`src/rtl/fpu_ss_cluster_arbiter.sv`:
```
// fpu_ss_cluster_arbiter: shares one fpu_ss between NB_CORES cores, retagging ids with slot numbers
module fpu_ss_cluster_arbiter #(
   parameter int NB_CORES = 8,
   parameter int ID_WIDTH = 4,
   parameter int DATA_WIDTH = 32,
   parameter int MAX_OUTSTANDING = 4,
   parameter int ROUND_ROBIN = 1,
   localparam int SLOT_W = $clog2(MAX_OUTSTANDING)
) (
   input  logic                           clk_i,
   input  logic                           rst_i,
   input  logic [NB_CORES-1:0]            core_issue_valid_i,
   output logic [NB_CORES-1:0]            core_issue_ready_o,
   input  logic [NB_CORES*DATA_WIDTH-1:0] core_issue_instr_i,
   input  logic [NB_CORES*ID_WIDTH-1:0]   core_issue_id_i,
   output logic                           core_issue_accept_o,
   output logic                           x_issue_valid_o,
   input  logic                           x_issue_ready_i,
   output logic [DATA_WIDTH-1:0]          x_issue_instr_o,
   output logic [SLOT_W-1:0]              x_issue_id_o,
   input  logic                           x_issue_accept_i,
   input  logic                           x_result_valid_i,
   output logic                           x_result_ready_o,
   input  logic [SLOT_W-1:0]              x_result_id_i,
   input  logic [DATA_WIDTH-1:0]          x_result_data_i,
   output logic [NB_CORES-1:0]            core_result_valid_o,
   input  logic [NB_CORES-1:0]            core_result_ready_i,
   output logic [DATA_WIDTH-1:0]          core_result_data_o,
   output logic [ID_WIDTH-1:0]            core_result_id_o,
   output logic [SLOT_W:0]                outstanding_cnt_o,
   output logic                           err_o
);
   localparam int CIDX_W = $clog2(NB_CORES);

   logic [MAX_OUTSTANDING-1:0] slot_vld;
   logic [CIDX_W-1:0]          slot_core [MAX_OUTSTANDING];
   logic [ID_WIDTH-1:0]        slot_oid [MAX_OUTSTANDING];
   logic [CIDX_W-1:0]          rr_ptr, lock_core, arb_core, cand, gnt, owner;
   logic [SLOT_W-1:0]          lock_slot, free_slot, gnt_slot;
   logic [ID_WIDTH-1:0]        gnt_id;
   logic                       lock, arb_found, has_free, issue_hs, hit, free;

   always_comb begin
      has_free = ~&slot_vld;
      free_slot = '0;
      for (int i = MAX_OUTSTANDING - 1; i >= 0; i--)
         if (!slot_vld[i]) free_slot = SLOT_W'(i);
   end

   // search starts at the rr pointer, or at core 0 for fixed priority
   always_comb begin
      arb_found = 1'b0;
      arb_core = '0;
      cand = '0;
      for (int i = 0; i < NB_CORES; i++) begin
         cand = CIDX_W'(((ROUND_ROBIN != 0 ? int'(rr_ptr) : 0) + i) % NB_CORES);
         if (!arb_found && core_issue_valid_i[cand]) begin
            arb_found = 1'b1;
            arb_core = cand;
         end
      end
   end

   assign gnt = lock ? lock_core : arb_core;
   assign gnt_slot = lock ? lock_slot : free_slot;
   assign x_issue_valid_o = lock | (arb_found & has_free);
   assign issue_hs = x_issue_valid_o & x_issue_ready_i;
   assign core_issue_ready_o = issue_hs ? NB_CORES'(1) << gnt : '0;
   assign core_issue_accept_o = issue_hs & x_issue_accept_i;
   assign x_issue_id_o = gnt_slot;

   always_comb begin
      x_issue_instr_o = '0;
      gnt_id = '0;
      for (int i = 0; i < NB_CORES; i++)
         if (gnt == CIDX_W'(i)) begin
            x_issue_instr_o = core_issue_instr_i[i*DATA_WIDTH +: DATA_WIDTH];
            gnt_id = core_issue_id_i[i*ID_WIDTH +: ID_WIDTH];
         end
   end

   // results addressed to a free slot are swallowed and flagged
   assign hit = slot_vld[x_result_id_i];
   assign owner = slot_core[x_result_id_i];
   assign core_result_valid_o = (x_result_valid_i & hit) ? NB_CORES'(1) << owner : '0;
   assign core_result_id_o = slot_oid[x_result_id_i];
   assign core_result_data_o = x_result_data_i;
   assign x_result_ready_o = hit ? core_result_ready_i[owner] : 1'b1;
   assign err_o = x_result_valid_i & ~hit;
   assign free = x_result_valid_i & hit & core_result_ready_i[owner];

   always_ff @(posedge clk_i or posedge rst_i) begin
      if (rst_i) begin
         slot_vld <= '0;
         for (int i = 0; i < MAX_OUTSTANDING; i++) begin
            slot_core[i] <= '0;
            slot_oid[i] <= '0;
         end
         rr_ptr <= '0;
         lock <= 1'b0;
         lock_core <= '0;
         lock_slot <= '0;
         outstanding_cnt_o <= '0;
      end else begin
         if (free) slot_vld[x_result_id_i] <= 1'b0;
         if (core_issue_accept_o) begin
            slot_vld[gnt_slot] <= 1'b1;
            slot_core[gnt_slot] <= gnt;
            slot_oid[gnt_slot] <= gnt_id;
         end
         if (issue_hs) begin
            lock <= 1'b0;
            rr_ptr <= (gnt == CIDX_W'(NB_CORES - 1)) ? '0 : gnt + 1'b1;
         end else if (x_issue_valid_o) begin
            lock <= 1'b1;
            lock_core <= gnt;
            lock_slot <= gnt_slot;
         end
         outstanding_cnt_o <= outstanding_cnt_o + (SLOT_W+1)'(core_issue_accept_o) - (SLOT_W+1)'(free);
      end
   end
endmodule

```
`config.mk`:
```
export PLATFORM = sky130hd
export DESIGN_NAME = fpu_ss_cluster_arbiter
export DESIGN_NICKNAME = d
export VERILOG_FILES = /design/src/rtl/fpu_ss_cluster_arbiter.sv
export SDC_FILE = /design/constraint.sdc
export NUM_CORES = 1
export LEC_CHECK = 0
export ABC_AREA = 1
export BUFFER_PORTS_ARGS = -buffer_cell sky130_fd_sc_hd__buf_2
export CORE_AREA = 4 4 167 169
export CTS_CLUSTER_SIZE = 28
export DETAILED_ROUTE_END_ITERATION = 6
export DIE_AREA = 0 0 171 173
export PLACE_DENSITY = 0.5
export SYNTH_ARGS = -nofsm -noshare
export SYNTH_HDL_FRONTEND = slang
export SYNTH_SLANG_ARGS = --single-unit
```
`constraint.sdc`:
```
create_clock -name clk_i -period 8.96 [get_ports clk_i]
set_input_delay 1.792 -clock clk_i [delete_from_list [all_inputs] [get_ports clk_i]]
set_output_delay 1.792 -clock clk_i [all_outputs]
set_load 0.01 [all_outputs]
```
# Word-level counts from Yosys, hierarchy flattened
# Index checks and enable logic that the tools add are counted.
# word_totals
regBits	44
latchBits	0
mem_bits_rw	0
romBits	0
input_bits	343
out_inout_bits	93
word_cells	167
n_memories	0
# op_classes
n_addsub	10
n_mul	0
div	0
n_lt_le_gt_ge	16
eq_ne	7
n_shift	2
muxes	82
bitwise_logic	14
n_reduce_logical	22
# op_table
cell	count
two-way mux 32 bit	8
two-way mux 4 bit	13
two-way mux 3 bit	13
less-than comparator 3 x 4 -> 1 bit (second input constant)	9
binary-select mux 1 bit (select 3 bit)	9
two-way mux 1 bit	23
bitwise mux 16 bit	1
two-way mux 8 bit	2
<< shifter 1 x 3 -> 8 bit (first input constant)	2
adder 3 bit (second input constant)	4
bitwise mux 12 bit	1
equality test 3 bit (second input constant)	4
logical AND 1 bit	10
two-way mux 2 bit	5
binary-select mux 4 bit (select 2 bit)	1
demux 4 bit (select 2 bit)	1
zero test 1 bit	8
adder 3 x 1 -> 3 bit (second input constant)	2
adder 3 x 2 -> 3 bit (second input constant)	2
bitwise AND 1 bit	6
binary-select mux 3 bit (select 2 bit)	1
demux 3 bit (select 2 bit)	1
equality test 3 x 2 -> 1 bit (second input constant)	2
>= comparator 3 bit (second input constant)	2
18 further kinds	23

# Depth between registers and ports, before layout
# Gate-level depths: netlist (run 1).
# depth
depth_word	35
depth_mapped	32
depth_no_buf	28

# Worst setup path before layout (run 1)
# No wires, ideal clock.
# synth_path
path_type	in2out
from	in core_issue_valid_i[7]
to	out x_issue_instr_o[22]
arrival_time_ps	4794
t_required_ps	7168
path_slack_ps	2374
cell_stages	26
n_path_buf	2
path_cell_list	nand2_1 -> nand3_1 -> nand3_2 -> nand2_2 -> nor2_4 -> nand4_4 -> nor2_4 -> nand2_2 -> inv_2 -> nand2_2 -> nand3_1 -> nand3_1 -> o21ai_1 -> ha_1 -> clkbuf_1 -> clkinv_1 -> nor2_4 -> buf_2 -> nand2_1 -> nand3_1 -> nand3_1 -> nand3_2 -> nand3_1 -> nand3_1 -> nand2_1 -> nand2_1
# synth_via
elab_chain_len	34
word_cells_on_any_way	62
classes_between	7 x eq/ne; 40 x mux; 15 x reduce/logical
# synth_lines
item	line_no	rtl
start: declaration	12	input logic [NB_CORES-1:0] core_issue_valid_i,
binary-select mux 1 bit (select 3 bit)	57	if (!arb_found && core_issue_valid_i[cand]) begin
two-way mux 1 bit (implied by the code)	57	
two-way mux 1 bit	57	
zero test 1 bit	57	
logical AND 1 bit	57	
two-way mux 1 bit	57	
zero test 1 bit	57	
logical AND 1 bit	57	
(+13 left out)	-	
zero test 1 bit	57	
logical AND 1 bit	57	
two-way mux 3 bit (*)	57	
two-way mux 3 bit (*)	64	assign gnt = lock ? lock_core : arb_core;
via gnt[0]	38	logic [CIDX_W-1:0] rr_ptr, lock_core, arb_core, cand, gnt, owner;
zero test 3 bit	76	if (gnt == CIDX_W'(i)) begin
two-way mux 32 bit (7 in a row)	76	
two-way mux 32 bit (*)	76	
end: declaration	19	output logic [DATA_WIDTH-1:0] x_issue_instr_o,
# The timed path passes the listed nets; every way through them passes the cells marked *. The select of a mux whose other input is x is not followed.

# Worst setup path after layout (run 1)
# layout_path
from	in core_issue_valid_i[7]
to	out x_issue_instr_o[10]
# Same word-level chain as after synthesis.

==> impl_metrics.ini, run 1 <==
[run_status]
outcome = finished clean

[place]
gp_congestion = 0.8967
pre_cts_slack_ps = 1355
port_buffers = 371
place_hpwl_um = 23860

[power_and_ir_drop]
leakagePower_nw = 4.599
irDropWorstVdd_v = 0.0004096
power_w = 0.004718
power_density_nw_per_um2 = 566.2

[route]
postRouteAntennaNets = 0
drcViolationCount = 0
first_pass_iters = 5
post_drt_wl_per_cell_um = 17.20
drtIter0Drc = 466
vias = 8192
viasPerCell = 4.719
finalWirelength_um = 29860

[min_path]
hp-start = slot_oid[11]
hold_depth = 2
min_to = slot_oid[11]
hold_class = reg -> reg

[sta]
worst_pin_slew_ps = 853.0
maxClockFrequency_mhz = 132.2
rsz0062_at_grt = false
worst_slack_ps = 1393
min_period_ps = 7567
holdWs_ps = 480.8
totalNegativeSetupSlack_ps = 0
setup_viol = 0
hold_viol = 0
worst_slew_margin_rel_pct = 43.05
maxSlewViolCount = 0
fin_crit_sh_pct = 84.45
finClkSkew_ps = 4.390

[run]
drv_cap = 0

[clock_tree]
root_buffer = clkbuf_16
htreeDepth = 2
post_cts_resized = 0
tritoncts = built
post-cts-setup-buffers = 0
cts_buffers = 5
clock_latency_ps = 280
clk_pin_slew_ps = 60
cts.sinks = 44
clk_path_buf_depth = 2
hold_buffers = 0

[grt]
grt_max_degree = 74
grt_pass1_vias = 7866
overflow = 0
track_usage_pct = 18.91
antenna_found_initial = 11
grt_pass1_wl_um = 44590

[yosys]
synth_nets = 1448
synth-async-reset-ratio_pct = 100.0
synth-edff-count = 0
ys_warn_count = 0
synth_cells = 1094
synth-seq-cells = 44
synth.avg_cell_area_um2 = 5.850
netlist-cell-type-count = 47
synth_area_um2 = 6400
ys.flop_type = dfrtp_1
ys_seq_area_share_pct = 17.20

[setup_path]
crit_path_top_delay_cell = nor2_4
reg2reg_slack_ps = 3410
rr_worst_depth = 27
crit_path_start_kind = input port
crit_required_ps = 7170
crit_start = core_issue_valid_i[7]
critPathArrivalTime_ps = 5770
endpoint_kind = output pin
critPathMaxFanout = 32
criticalPathCategory = in -> out
rr_startpoint = rr_ptr[0]
critPathTopFamily = simple AND/OR/NAND/NOR gates
critical_path_buf_inv_count = 4
crit_top_cell = nand3_1
r2r_end = slot_oid[0]
slowest_delay_ps = 660

[cells_and_area]
final_cell_mix = buf_2, nand2_1, nand3_1
drive_gt1_share_pct = 31.80
layout_commonest_cell = buf_2
fin_util_pct = 31.36
layout.nets = 1743
area_growth_pct = 30.21

[floorplanning]
fp-row-count = 60
dieArea_um2 = 29580
die_y_um = 173
ios = 436
start_util_pct = 24.08
coreArea_um2 = 26580
die_width_um = 171
-- routing by layer --
layer,wire [µm],up-vias,GRT usage (%),share of wire [%]
li1,-,4099,-,-
met1,12230,3679,24.38,41
met2,14640,370,32.39,49
met3,2418,32,3.909,8.1
met4,507,12,4.259,1.7
met5,62,-,0,0.21
-- stage by stage --
step	cell area [µm²]	instances
after floorplan	6400	1094
after CTS	8320	1731
after detailed placement	8174	1723
final	8333	1736
after global placement	8174	1723
after global routing	8333	1736
-- flip-flops by register name, summed over array words and instances (netlist names) --
name / cells
outstanding_cnt_o: 3
slot_core: 12
rr_ptr: 3
lock: 1
slot_oid: 16
lock_slot: 2
lock_core: 3
slot_vld: 4
-- report_power, final --
part | switching [W] | total [W] | internal, W
combinational | 0.00277 | 0.00418 | 0.00141
sequential | 0.0000715 | 0.000358 | 0.000287
clock | 0.0000727 | 0.000184 | 0.000111
-- worst register-to-register path, delay by kind of cell, from the launching register on --
kind,cells,cell delay [ps]
buf+inv,7,1770
compound gates,3,480
simple gates,15,1790
flops,1,590
fa+ha+maj,2,850
-- cell families (layout without fill, tap and decap cells) --
logic type	after synthesis	in the layout	synth area share, %
AOI/OAI and AO/OA	95	95	8.407
xor gates and xnor gates	7	7	0.9580
adders and majority gates	11	11	2.268
buffers and inverters	196	492	15.27
DFF	44	44	17.20
other	0	5	0
and+or+nand+nor	741	741	55.89
-- synthesized netlist by cell type (3+ instances only) --
cell,instances,share of area [%]
buf_2,12,0.94
clkinv_1,3,0.18
or2_2,4,0.39
nor3_1,12,0.94
dfrtp_1,44,17
o21ai_0,64,5.0
or2_0,57,5.6
nand3_1,224,18
buf_4,42,4.9
xor2_1,4,0.55
a21oi_1,4,0.31
inv_1,95,5.6
nand2_2,13,1.3
nand2_1,349,20
buf_1,4,0.23
a22oi_1,14,1.6
nor2_1,27,1.6
o21ai_1,3,0.23
nand4_1,11,1.1
inv_2,6,0.35
nand3_2,16,2.5
ha_1,10,2.0
o22ai_1,3,0.29
or2_1,11,1.1
xnor2_1,3,0.41
nor2_4,4,0.70
clkbuf_1,25,1.5
buf_6,6,1.1
-- worst max-delay path by stage --
stage	slack, ps	cells after the start	to
final	1390	26	x_issue_instr_o[10]
after detailed placement	1350	26	x_issue_instr_o[11]
after global routing	900	25	x_issue_instr_o[10]
after global placement	1430	26	x_issue_instr_o[10]
after CTS	1320	26	x_issue_instr_o[11]
after floorplan	2370	26	x_issue_instr_o[22]
-- area by class of cell --
cell class / count / area [µm²]
multi-input combinational: 854 / 4327
sequential: 44 / 1101
tap: 341 / 426.7
inverter: 106 / 410.4
antenna: 5 / 12.51
clock buffer: 8 / 146.4
timing repair buffer: 378 / 1909
fill: 3104 / 18240
Power figures use the tool's default switching activity.
==> run 2, diff against run 1 <==
--- a/config.mk
+++ b/config.mk
@@ -5,13 +5,13 @@
 export SDC_FILE = /design/constraint.sdc
 export NUM_CORES = 1
 export LEC_CHECK = 0
-export ABC_AREA = 1
+export ABC_AREA = 0
 export BUFFER_PORTS_ARGS = -buffer_cell sky130_fd_sc_hd__buf_2
 export CORE_AREA = 4 4 167 169
 export CTS_CLUSTER_SIZE = 28
 export DETAILED_ROUTE_END_ITERATION = 6
 export DIE_AREA = 0 0 171 173
-export PLACE_DENSITY = 0.5
+export PLACE_DENSITY = 0.51
 export SYNTH_ARGS = -nofsm -noshare
 export SYNTH_HDL_FRONTEND = slang
 export SYNTH_SLANG_ARGS = --single-unit
==> constraint.sdc (replaced) <==
create_clock -name clk_i -period 7.89 [get_ports clk_i]
set_input_delay 1.578 -clock clk_i [delete_from_list [all_inputs] [get_ports clk_i]]
set_output_delay 1.578 -clock clk_i [all_outputs]
set_load 0.01 [all_outputs]
==> run 2 against run 1 <==
Against the previous run:
- synthesized cell count down 13%
- final cell count fell by 8.2%
- combinational power up 21%
- largest cell class unchanged
==> impl_metrics.ini, run 2 <==
[run_status]
outcome = finished clean

[sta]
maxClockFrequency_mhz = 137.9
min_period_ps = 7252
setup_viol = 0
totalNegativeSetupSlack_ps = 0
hold_viol = 0
rsz0062_at_grt = false
maxSlewViolCount = 0
fin_crit_sh_pct = 91.92
worst_slack_ps = 637.5
finClkSkew_ps = 5.689
worst_slew_margin_rel_pct = 42.55
worst_pin_slew_ps = 861.7

[yosys]
synth_nets = 1307
synthTopCellsByArea = dfrtp_1, a21oi_1, mux4_2, mux2i_1, nand2_1
synth_top_cell_area_share_pct = 16.32
synth-async-reset-ratio_pct = 100.0
ys_seq_area_share_pct = 16.32
synth_cells = 953
synth_common_cells = a21oi_1, nand2_1, nor2_1
synth.avg_cell_area_um2 = 7.081
synth_area_um2 = 6748
netlist-cell-type-count = 64
synth-edff-count = 0
synth_most_common_cell = a21oi_1
synth-seq-cells = 44
ys_warn_count = 0
ys.flop_type = dfrtp_1
yosys.area.top_type = dfrtp_1

[setup_path]
crit_required_ps = 6310
crit_path_start_kind = flop
rr_startpoint = rr_ptr[0]
reg2reg_slack_ps = 2120
criticalPathCategory = reg -> out
critPathArrivalTime_ps = 5670
endpoint_kind = output pin
r2r_end = slot_oid[3]
crit_start = rr_ptr[0]
crit_path_end = x_issue_instr_o[7]
rr_worst_depth = 20
critPathMaxFanout = 20

[floorplanning]
fp-row-count = 60
die_y_um = 173
start_util_pct = 25.39
dieArea_um2 = 29580
die_width_um = 171
ios = 436
coreArea_um2 = 26580

[cells_and_area]
fin_util_pct = 33.71
top_register = slot_oid
final_cell_mix = buf_2, a21oi_1, nand2_1
area_growth_pct = 32.78
drive_gt1_share_pct = 38.92
reg_top3 = slot_oid x16, slot_core x12, slot_vld x4
layout_commonest_cell = buf_2
n_fill_cell = 2931
layout.nets = 1599
largest_reg_flops = 16

[clock_tree]
post_cts_resized = 0
htreeDepth = 2
tritoncts = built
post-cts-setup-buffers = 0
cts.sinks = 44
root_buffer = clkbuf_16
hold_buffers = 0
clk_path_buf_depth = 2
clock_latency_ps = 280
clk_pin_slew_ps = 60
cts_buffers = 5

[route]
finalWirelength_um = 30680
post_drt_wl_per_cell_um = 19.26
drcViolationCount = 0
drtIter0Drc = 499
postRouteAntennaNets = 0
vias = 8219
viasPerCell = 5.159
first_pass_iters = 5

[grt]
grt_pass1_vias = 8163
track_usage_pct = 19.51
grtUsageMet3_pct = 4.047
overflow = 0
grt_max_degree = 71
met1_usage_pct = 24.55
grt_pass1_wl_um = 46140
antenna_found_initial = 7
busiest_layer = met2
use_met2_pct = 33.47

[power_and_ir_drop]
pwr-share-clk_pct = 4.3
p_int_w = 0.002490
p_sw_w = 0.003223
power_density_nw_per_um2 = 637.7
p_seq_share_pct = 7.3
leakagePower_nw = 4.497
power.share.combinational_pct = 88.5
p_sw_share_pct = 56.41
irDropWorstVdd_v = 0.0003229

[place]
pre_cts_slack_ps = 679.2
gp_congestion = 0.8834
port_buffers = 371
place_hpwl_um = 24290

[run]
drv_cap = 0

[min_path]
hold_class = reg -> reg
-- run 2: changes by cell type in the layout (fill, tap and decap cells not counted), moves of 42 or more --
| cell | before | now |
|---|---|---|
| nand3_1 | 224 | 7 |
| a21oi_1 | 4 | 206 |
| inv_1 | 95 | 51 |
| or2_0 | 57 | 0 |
| nand2_1 | 349 | 108 |
| o21ai_0 | 64 | 11 |
| nor2_1 | 27 | 87 |
| mux2i_1 | 0 | 42 |
-- run 2: worst min-delay path by stage --
stage,to,depth (start not counted),slack (ps),start
6_report,lock_slot[0],2,480,lock_slot[0]
4_1_cts,lock_slot[0],2,480,lock_slot[0]
3_5_place_dp,slot_core[5],2,470,slot_core[5]
2_1_floorplan,lock_slot[0],2,450,lock_slot[0]
3_3_place_gp,lock_slot[0],2,460,lock_slot[0]
5_1_grt,slot_core[1],1,510,slot_core[1]
-- run 2: metrics by stage --
stage	hold WS (ps)	instances	total power [W]	cell area (µm²)
final	481.7	1593	0.005714	8960
after global routing	513.3	1591	0.006293	8955
after CTS	483.5	1587	0.005762	8945
after detailed placement	469.3	1579	0.005499	8767
after global placement	461.8	1579	0.005481	8767
after floorplan	450.2	953	0.003831	6748
-- run 2: power groups by stage --
stage	Clock (W)	Sequential, W	Combinational (W)
2_1_floorplan	0	0.000385	0.00345
3_3_place_gp	0	0.000413	0.00507
3_5_place_dp	0	0.000417	0.00508
4_1_cts	0.000249	0.000413	0.00510
5_1_grt	0.000259	0.000428	0.00561
6_report	0.000244	0.000415	0.00505
-- run 2: cell families (layout without fill, tap and decap cells) --
logic type / Yosys count / in the layout / synth area share, %
AO/OA/AOI/OAI: 346 / 346 / 30.69
XOR/XNOR: 5 / 5 / 0.7604
adder cells (fa/ha/maj): 11 / 11 / 2.151
buffers and inverters: 172 / 465 / 12.18
flip-flops: 44 / 44 / 16.32
multiplexers: 99 / 99 / 19.49
other: 0 / 6 / 0
AND/OR/NAND/NOR: 276 / 276 / 18.41
-- run 2: layout make-up --
class	count	area, µm²	area share (%)
Multi-Input combinational cell	737	4872	54.38
Timing Repair Buffer	401	2157	24.07
Sequential cell	44	1101	12.29
Tap cell	341	426.7	4.762
Inverter	56	210.2	2.346
Clock buffer	6	138.9	1.550
Clock inverter	2	38.79	0.4329
Antenna cell	6	15.01	0.1676
-- run 2: metal layers --
layer | vias up | wire (µm)
li1 | 3997 | -
met1 | 3833 | 12620
met2 | 343 | 14910
met3 | 44 | 2245
met4 | 2 | 895
met5 | - | 13
-- run 2: critical path, stage by stage (launching register included) --
cell and delay (ps):
dfrtp_1 350, inv_2 110, ha_1 840, mux2_2 440, mux4_2 520, nor3_4 270
o211ai_1 140, o211ai_1 270, a41oi_1 150, a2bb2oi_1 450, inv_1 190, ha_2 370
buf_4 270, and3_1 180, a21oi_1 130, nor2_1 50, a21oi_1 130, nor2_1 50
mux2i_1 200, a21oi_1 90, buf_2 150
==> run 3, diff against run 2 <==
--- a/config.mk
+++ b/config.mk
@@ -7,11 +7,11 @@
 export LEC_CHECK = 0
 export ABC_AREA = 0
 export BUFFER_PORTS_ARGS = -buffer_cell sky130_fd_sc_hd__buf_2
-export CORE_AREA = 4 4 167 169
+export CORE_AREA = 4 4 169 171
 export CTS_CLUSTER_SIZE = 28
 export DETAILED_ROUTE_END_ITERATION = 6
-export DIE_AREA = 0 0 171 173
-export PLACE_DENSITY = 0.51
+export DIE_AREA = 0 0 173 175
+export PLACE_DENSITY = 0.5
 export SYNTH_ARGS = -nofsm -noshare
 export SYNTH_HDL_FRONTEND = slang
 export SYNTH_SLANG_ARGS = --single-unit
==> constraint.sdc (replaced) <==
create_clock -name clk_i -period 8.9 [get_ports clk_i]
set_input_delay 1.78 -clock clk_i [delete_from_list [all_inputs] [get_ports clk_i]]
set_output_delay 1.78 -clock clk_i [all_outputs]
set_load 0.01 [all_outputs]
==> run 3 against run 2 <==
Against the previous run:
- sequential cell count unchanged
- largest cell class unchanged
- register-to-register slack improved by 820 ps
- setup slack improved by 480 ps
- first-iteration DRC count decreased by 4.4%
- non-clock buffer count decreased by 9
- power decreased by 13%
- global-route usage decreased by 0.25 points
- cell area decreased by 1.4%
- routed wire length increased by 1.7%
- sequential power decreased by 12%
==> impl_metrics.ini, run 3 (synthesis gave the netlist of run 2 again) <==
[run_status]
outcome = finished clean

[route]
highest_layer = met5
viasPerCell = 5.130
post_drt_wl_per_cell_um = 19.74
drcViolationCount = 0
vias = 8105
met1_length_um = 13190
postRouteAntennaNets = 0
met2_length_um = 15040
finalWirelength_um = 31190
drtIter0Drc = 477
met3_length_um = 2257
first_pass_iters = 5

[place]
port_buffers = 371
place_area_um2 = 8655
pre_cts_slack_ps = 1147
gp_congestion = 0.8764
place_hpwl_um = 24250

[grt]
overflow = 0
antenna_found_initial = 5
grt_max_degree = 86
grt_pass1_wl_um = 46950
grt_pass1_vias = 8117
track_usage_pct = 19.26

[setup_path]
critPathMaxFanout = 49
critPathArrivalTime_ps = 6000
crit_required_ps = 7120
endpoint_kind = output pin
criticalPathCategory = in -> out
crit_path_start_kind = input port

[cells_and_area]
final-seq-area_um2 = 1101
drive_gt1_share_pct = 38.48
reg_top3 = slot_oid x16, slot_core x12, slot_vld x4
final_cell_mix = buf_2, a21oi_1, nand2_1
area_growth_pct = 30.87
top_register = slot_oid
largest_reg_flops = 16
fin_util_pct = 32.86
multiInputGateArea_um2 = 4877
final_cell_area_um2 = 8831
layout.nets = 1590
n_fill_cell = 3023
layout_commonest_cell = buf_2

[clock_tree]
post_cts_resized = 0
htreeDepth = 2
post-cts-setup-buffers = 0
root_buffer = clkbuf_16
clk_pin_slew_ps = 60
cts_buffers = 5
hold_buffers = 0
clock_latency_ps = 280
cts.sinks = 44
clk_path_buf_depth = 2
tritoncts = built

[floorplanning]
die_y_um = 175
ios = 436
dieArea_um2 = 30280
coreArea_um2 = 26880
die_width_um = 173
fp-row-count = 60
start_util_pct = 25.11

[sta]
hold_viol = 0
worst_pin_slew_ps = 843.9
fin_crit_sh_pct = 87.44
totalNegativeSetupSlack_ps = 0
worst_slew_margin_rel_pct = 43.74
maxClockFrequency_mhz = 128.5
finClkSkew_ps = 7.910
maxSlewViolCount = 0
rsz0062_at_grt = false
worst_slack_ps = 1118
min_period_ps = 7782
setup_viol = 0

[power_and_ir_drop]
leakagePower_nw = 4.430
power_density_nw_per_um2 = 562.7
irDropWorstVdd_v = 0.0002190

[run]
drv_cap = 0

[min_path]
hold_class = reg -> reg
==> run 3: cell types whose count changed in the layout (fill, tap and decap cells not counted) <==
cell        change
clkbuf_8        -1
diode_2         -4
clkinv_4        -1
inv_6           +1
nor2_4          +1
buf_12          -4
nor2_2          -1
clkinvlp_4      +1
buf_4           -5
==> run 3: path summary, 6_finish.rpt <==
path | from | end | slack (ps) | cells past startpoint
max | core_issue_valid_i[1] | x_issue_instr_o[20] | 1120 | 20
min reg2reg | lock_slot[0] | lock_slot[0] | 480 | 2
max in group asynchronous | rst_i | lock_slot[1] | 6880 | 3
min | lock_slot[0] | lock_slot[0] | 480 | 2
min in group asynchronous | rst_i | outstanding_cnt_o[0] | 1640 | 3
max reg2reg | rr_ptr[1] | slot_oid[7] | 2940 | 22
==> run 3: through the flow <==
step,std cells,hold WS (ps),power (W)
after CTS,1578,486.8,0.004991
after global routing,1579,514.0,0.005432
after global placement,1570,465.6,0.004743
after floorplan,953,450.2,0.003396
after detailed placement,1570,473.0,0.004761
final,1580,482.2,0.004969
==> run 3: per-layer routing <==
metal	vias up	track usage (%)
met5	-	0
li1	3977	-
met4	6	4.756
met2	331	33.06
met1	3750	24.21
met3	41	5.019
==> run 3: report_power, final <==
group          switching [W]  internal, W  total [W]
sequential         0.0000695     0.000297   0.000366
combinational        0.00270      0.00170    0.00439
clock              0.0000773     0.000133   0.000211
==> run 3: worst max-delay path: stages <==
cell       delay [ps]
buf_2             130
mux4_2            530
mux2i_2           400
nor2_1            120
a22oi_1           250
a31oi_1           150
nor4_1            390
a2bb2oi_1         110
buf_4             190
inv_1             120
ha_2              260
buf_4             440
and3_1            240
a21oi_1            50
nor2_1            100
a21oi_1            50
nor2_1            100
mux2i_1            80
a21oi_1           280
buf_2             190
==> run 3: cell type report <==
type	count	share of cell area [%]
tap	341	4.831
multi-input combinational	737	55.23
sequential	44	12.47
antenna	2	0.05667
clock inverter	3	0.5242
timing repair buffer	392	23.09
clock buffer	5	1.417
inverter	56	2.380
